<file path="src/rtl/synth_voice_pkg.sv">
// Shared voice-allocator types and default sizes.
package synth_voice_pkg;

    typedef enum logic [1:0] {
        V_IDLE    = 2'd0,
        V_ACTIVE  = 2'd1,
        V_RELEASE = 2'd2
    } voice_state_t;

    localparam int RELEASE_W      = 16;
    localparam int NUM_VOICES_DEF = 2;
    localparam int NUM_KEYS_DEF   = 4;

endpackage

</file>
<file path="src/rtl/voice_allocator_slot.sv">
// One voice: IDLE/ACTIVE/RELEASE FSM, release tail counter, saturating age and key register.
module voice_slot
    import synth_voice_pkg::*;
#(
    parameter int NUM_KEYS = NUM_KEYS_DEF,
    parameter int KEY_W    = 2,
    parameter int AGE_W    = 4
) (
    input  logic                 CLK,
    input  logic                 RESET,
    input  logic                 assign_i,
    input  logic                 age_inc_i,
    input  logic [KEY_W-1:0]     key_idx_i,
    input  logic [NUM_KEYS-1:0]  key_on_i,
    input  logic [RELEASE_W-1:0] release_len_i,
    output voice_state_t         state_o,
    output logic [AGE_W-1:0]     age_o,
    output logic [KEY_W-1:0]     key_o,
    output logic                 trig_o
);

    voice_state_t         state_q;
    logic [RELEASE_W-1:0] cnt_q;
    logic [AGE_W-1:0]     age_q;
    logic [KEY_W-1:0]     key_q;
    logic                 trig_q;

    // An assigned key was high when assigned, so its first low level is its fall.
    always_ff @(posedge CLK or posedge RESET) begin
        if (RESET) begin
            state_q <= V_IDLE;
            cnt_q   <= '0;
            age_q   <= '0;
            key_q   <= '0;
            trig_q  <= 1'b0;
        end else begin
            trig_q <= assign_i;
            if (assign_i) begin
                state_q <= V_ACTIVE;
                key_q   <= key_idx_i;
                age_q   <= '0;
            end else begin
                if (age_inc_i && (age_q != '1))
                    age_q <= age_q + 1'b1;
                case (state_q)
                    V_ACTIVE: begin
                        if (!key_on_i[key_q]) begin
                            state_q <= V_RELEASE;
                            cnt_q   <= release_len_i;
                        end
                    end
                    V_RELEASE: begin
                        if (cnt_q == '0) state_q <= V_IDLE;
                        else             cnt_q   <= cnt_q - 1'b1;
                    end
                    default: ;
                endcase
            end
        end
    end

    assign state_o = state_q;
    assign age_o   = age_q;
    assign key_o   = key_q;
    assign trig_o  = trig_q;

endmodule

</file>
<file path="src/rtl/voice_allocator.sv">
// Key edge detection, pending queue and voice assignment onto a pool of voice_slot instances.
// Define VOICE_STEAL_EN to steal the oldest voice when no voice is IDLE.
module voice_allocator
    import synth_voice_pkg::*;
#(
    parameter int NUM_KEYS   = NUM_KEYS_DEF,
    parameter int NUM_VOICES = NUM_VOICES_DEF,
    parameter int KEY_W      = (NUM_KEYS > 1) ? $clog2(NUM_KEYS) : 1,
    parameter int AGE_W      = 4
) (
    input  logic                        CLK,
    input  logic                        RESET,
    input  logic [NUM_KEYS-1:0]         key_on,
    input  logic [RELEASE_W-1:0]        release_len,
    output logic [NUM_VOICES-1:0]       voice_gate,
    output logic [NUM_VOICES-1:0]       voice_busy,
    output logic [NUM_VOICES-1:0]       voice_trig,
    output logic [NUM_VOICES*KEY_W-1:0] voice_key
);

    localparam int VOICE_W = (NUM_VOICES > 1) ? $clog2(NUM_VOICES) : 1;

    logic [NUM_KEYS-1:0]               key_q, pending_q, pending_d;
    logic [NUM_KEYS-1:0]               rise, fall, req_vec;
    logic                              req_vld, free_vld, do_assign;
    logic [KEY_W-1:0]                  req_idx;
    logic [VOICE_W-1:0]                free_idx, tgt_idx;
    logic [NUM_VOICES-1:0]             assign_vec, age_inc;
    voice_state_t                      state [NUM_VOICES];
    logic [NUM_VOICES-1:0][AGE_W-1:0]  age;
    logic [NUM_VOICES-1:0][KEY_W-1:0]  slot_key;

    assign rise    = key_on & ~key_q;
    assign fall    = ~key_on & key_q;
    // A request whose key is falling this cycle is withdrawn, not served.
    assign req_vec = pending_q & ~fall;

`ifdef VOICE_STEAL_EN
    logic               rel_vld, act_vld;
    logic [VOICE_W-1:0] rel_idx, act_idx;
    logic [AGE_W-1:0]   rel_age, act_age;
`else
    logic unused_age;
    assign unused_age = ^age;
`endif

    always_comb begin
        req_vld  = 1'b0;
        req_idx  = '0;
        for (int k = NUM_KEYS - 1; k >= 0; k--) begin
            if (req_vec[k]) begin
                req_vld = 1'b1;
                req_idx = KEY_W'(k);
            end
        end
        free_vld = 1'b0;
        free_idx = '0;
        for (int v = NUM_VOICES - 1; v >= 0; v--) begin
            if (state[v] == V_IDLE) begin
                free_vld = 1'b1;
                free_idx = VOICE_W'(v);
            end
        end
`ifdef VOICE_STEAL_EN
        rel_vld = 1'b0; rel_idx = '0; rel_age = '0;
        act_vld = 1'b0; act_idx = '0; act_age = '0;
        // Strict compare keeps the lowest index among equal ages.
        for (int v = 0; v < NUM_VOICES; v++) begin
            if (state[v] == V_RELEASE && (!rel_vld || age[v] > rel_age)) begin
                rel_vld = 1'b1;
                rel_idx = VOICE_W'(v);
                rel_age = age[v];
            end
            if (state[v] == V_ACTIVE && (!act_vld || age[v] > act_age)) begin
                act_vld = 1'b1;
                act_idx = VOICE_W'(v);
                act_age = age[v];
            end
        end
        do_assign = req_vld;
        tgt_idx   = free_vld ? free_idx : (rel_vld ? rel_idx : act_idx);
`else
        do_assign = req_vld & free_vld;
        tgt_idx   = free_idx;
`endif
        assign_vec = '0;
        age_inc    = '0;
        for (int v = 0; v < NUM_VOICES; v++) begin
            assign_vec[v] = do_assign && (tgt_idx == VOICE_W'(v));
            age_inc[v]    = do_assign && !assign_vec[v] && (state[v] != V_IDLE);
        end
        pending_d = (pending_q | rise) & ~fall;
        if (do_assign) pending_d[req_idx] = 1'b0;
    end

    always_ff @(posedge CLK or posedge RESET) begin
        if (RESET) begin
            key_q     <= '0;
            pending_q <= '0;
        end else begin
            key_q     <= key_on;
            pending_q <= pending_d;
        end
    end

    for (genvar v = 0; v < NUM_VOICES; v++) begin : g_slot
        voice_slot #(
            .NUM_KEYS (NUM_KEYS),
            .KEY_W    (KEY_W),
            .AGE_W    (AGE_W)
        ) u_slot (
            .CLK           (CLK),
            .RESET         (RESET),
            .assign_i      (assign_vec[v]),
            .age_inc_i     (age_inc[v]),
            .key_idx_i     (req_idx),
            .key_on_i      (key_on),
            .release_len_i (release_len),
            .state_o       (state[v]),
            .age_o         (age[v]),
            .key_o         (slot_key[v]),
            .trig_o        (voice_trig[v])
        );
        assign voice_gate[v]                 = (state[v] == V_ACTIVE);
        assign voice_busy[v]                 = (state[v] != V_IDLE);
        assign voice_key[v*KEY_W +: KEY_W]   = slot_key[v];
    end

endmodule

</file>
<file path="config.mk">
export PLATFORM = sky130hd
export DESIGN_NAME = voice_allocator
export DESIGN_NICKNAME = d
export VERILOG_FILES = /design/src/rtl/synth_voice_pkg.sv /design/src/rtl/voice_allocator_slot.sv /design/src/rtl/voice_allocator.sv
export SDC_FILE = /design/constraint.sdc
export NUM_CORES = 1
export LEC_CHECK = 0
export CAP_MARGIN = 0
export CORE_ASPECT_RATIO = 0.9
export CORE_MARGIN = 8
export CORE_UTILIZATION = 45
export CTS_CLUSTER_DIAMETER = 40
export CTS_CLUSTER_SIZE = 30
export DETAILED_ROUTE_END_ITERATION = 8
export GPL_ROUTABILITY_DRIVEN = 0
export PLACE_DENSITY_LB_ADDON = 0.15
export SLEW_MARGIN = 20
export SYNTH_ARGS = -nofsm -noshare
export SYNTH_HDL_FRONTEND = slang
export SYNTH_SLANG_ARGS = --single-unit
</file>
<file path="constraint.sdc">
create_clock -name CLK -period 2.4 [get_ports CLK]
set_clock_uncertainty 0.05 [all_clocks]
set_input_delay 0.36 -clock CLK [delete_from_list [all_inputs] [get_ports CLK]]
set_output_delay 0.36 -clock CLK [all_outputs]
set_load 0.01 [all_outputs]
</file>
==> impl_metrics.json <==
{
  "status": "finished, final reports clean",
  "relSlewSlack": 0.635,
  "synth_edf_count": 0,
  "synth_area_um2": 3110,
  "vias_per_cell": 5.67,
  "slew_violations": 0,
  "startpoint_type": "primary input",
  "grt_pass1_vias": 2722,
  "utilization": 0.578,
  "grt.overflow.total": 0,
  "antenna_found_initial": 0,
  "wl_mm": 8.13,
  "area_growth_pct": 23.0,
  "path_max_fanout": 11,
  "final_cell_count_no_fill": 511,
  "rsz0062_at_grt": "false",
  "port_buffers": 31,
  "cp-end-kind": "register",
  "num_vias": 2899,
  "yosys_most_used_dff": "dfrtp_1",
  "drc": 0,
  "yosys.area.top_type_share": 0.402,
  "grt_pass1_wl_mm": 13.8,
  "drtIter0Drc": 130,
  "period_minus_slack_ns": 2.26,
  "floorplan.initialDensity": 0.470,
  "fin_tns_setup_ns": 0,
  "clk_path_buf_depth": 2,
  "yosys-top-cells-area": "dfrtp_1, a21oi_1, nand2_1, ha_1, o21ai_0",
  "antenna_cells": 0,
  "finalPower_mw": 5.34,
  "synthMuxAreaShare": 0.0173,
  "critical_path_arrival_ns": 2.42,
  "die_h_um": 94.9,
  "post-route-period-util": 0.943,
  "cp.required_ns": 2.56,
  "cts_buffers": 5,
  "clk-insertion-delay-late_ns": 0.31,
  "place_hpwl_mm": 6.09,
  "synth_top_family_by_area": "compound AO/OA/AOI/OAI gates",
  "cpPeakStageDelay_ns": 0.49,
  "cts.clk_slew.worst_paths_ns": 0.10,
  "layout_setup_ws_ns": 0.136,
  "finalSetupViolCount": 0,
  "ys_warn_count": 0,
  "hold_viol": 0,
  "yosysUniqueCellTypes": 61,
  "wl_per_cell_um": 15.9,
  "nNetsFinal": 452,
  "post_cts_buffers": 0,
  "synth_seq_cells": 50,
  "dieArea_um2": 9840,
  "syn-num-nets": 397,
  "dpl.cell_count": 503,
  "fmax_mhz": 442,
  "syn_inst": 365,
  "synthXorXnorAreaFrac": 0,
  "crit_chain": "clkdlybuf4s50_1, o21ai_1, buf_4, nand2_1, o21ai_2, inv_2, or2_2, a221o_1",
  "min_path_type": "in -> async",
  "cts_tree": "yes",
  "die_w_um": 104,
  "num_rows": 28,
  "vdd_ir_drop_max_uv": 649,
  "rrSetupSlack_ns": 0.16,
  "grt_start_max_net_pins": 37,
  "worst_pin_slew_ns": 0.542,
  "final_common_cell": "dfrtp_1",
  "synth-simple-area-share": 0.213,
  "synth_compound_area_frac": 0.267,
  "antenna_left": 0,
  "synthArstFlopShare": 1.00,
  "core_um2": 6620,
  "synthAdderAreaFrac": 0.0402,
  "cts_root_buf": "clkbuf_8",
  "yosysSeqAreaShare": 0.402,
  "dp_slack_ns": -0.237,
  "ioPinCount": 32,
  "track_usage": 0.168,
  "avgSynthCellArea_um2": 8.53,
  "cts_max_level": 2,
  "setup.worst_path.class": "in -> reg",
  "maxCapViolCount": 0,
  "detail_route.first_pass.iterations": 5,
  "cp_slowest_cell": "clkdlybuf4s50_1",
  "yosysTopAreaCell": "dfrtp_1",
  "numClockSinks": 50,
  "final_cell_mix": "dfrtp_1, a21oi_1, nand2_1",
  "cellPowerDensity_nw_per_um2": 1400,
  "layout-drive-gt1-share": 0.154,
  "leakagePower_nw": 1.60
}
state kept, by name, summed over array words and instances (netlist names):
name / cells
g_slot.u_slot.cnt_q: 32
g_slot.u_slot.trig_o: 2
pending_q: 4
key_q: 4
g_slot.u_slot.key_o: 4
g_slot.u_slot.state_o: 4
report_power, final:
| part | internal (mW) | leakage [nW] | switching [mW] |
|---|---|---|---|
| logic | 1.49 | 0.978 | 1.69 |
| clock network | 0.207 | 0.0452 | 0.303 |
| registers | 1.25 | 0.578 | 0.400 |
| total | 2.95 | 1.60 | 2.40 |
timing repair:
item                       4_1_cts  5_1_grt
gates resized for setup          0        6
hold endpoints to repair         0        0
hold buffers                     0        0
setup endpoints to repair        0       18
critical path: cells and delay by family:
kind | cells | cell delay [ns]
compound gates | 3 | 0.86
buf+inv | 3 | 0.70
simple gates | 2 | 0.48
per-layer routing:
metal / global-route usage / up-vias / share of wire
met5: 0 / - / 0
met4: 0.0337 / 0 / 0.0064
met3: 0.0265 / 6 / 0.043
met2: 0.256 / 62 / 0.45
met1: 0.247 / 1383 / 0.50
li1: - / 1448 / -
layout make-up:
class | instances | area [um2]
clock buffers | 6 | 72.6
inverters | 23 | 86.3
clock inverters | 2 | 13.8
multi-input cells | 272 | 1690
fillers | 568 | 2790
well taps | 90 | 113
flip-flops and latches | 50 | 1250
repair buffers | 68 | 601
cell usage after synthesis, types with 3 or more instances:
master / n
dfrtp_1: 50
a21oi_1: 45
nand2_1: 38
nor2_1: 28
o21ai_0: 22
inv_1: 21
nor3_1: 12
o22ai_1: 11
ha_1: 10
nand3_1: 10
a2bb2oi_1: 8
buf_2: 8
clkbuf_1: 8
nor4_1: 6
a22o_1: 5
nand2b_1: 5
nand4_1: 5
a31oi_1: 4
o22a_1: 4
or4_1: 4
a21o_1: 3
and2_1: 3
mux2_2: 3
o2bb2ai_1: 3
per-stage QoR:
stage                     hold slack (ns)  area (um2)
final                               0.319        3830
after global routing                0.354        3830
after CTS                           0.337        3810
after detailed placement            0.419        3730
after global placement              0.399        3730
after floorplan                     0.341        3110
kinds of logic after synthesis:
logic type	count (synthesis)
buf+inv	43
compound gates	127
simple gates	130
fa+ha+maj	10
flops	50
mux	5
final timing paths:
path / end / startpoint / cells past startpoint
worst max-delay path: g_slot[0].u_slot.cnt_q[15] / key_on[0] / 8
worst min-delay path: g_slot[0].u_slot.cnt_q[7] / RESET / 2
worst max register to register: g_slot[0].u_slot.cnt_q[8] / g_slot[0].u_slot.cnt_q[0] / 7
worst min register to register: pending_q[0] / pending_q[0] / 1
max in group asynchronous: g_slot[1].u_slot.cnt_q[12] / RESET / 3
min in group CLK: pending_q[0] / pending_q[0] / 1
(Power assumes the default switching activity.)
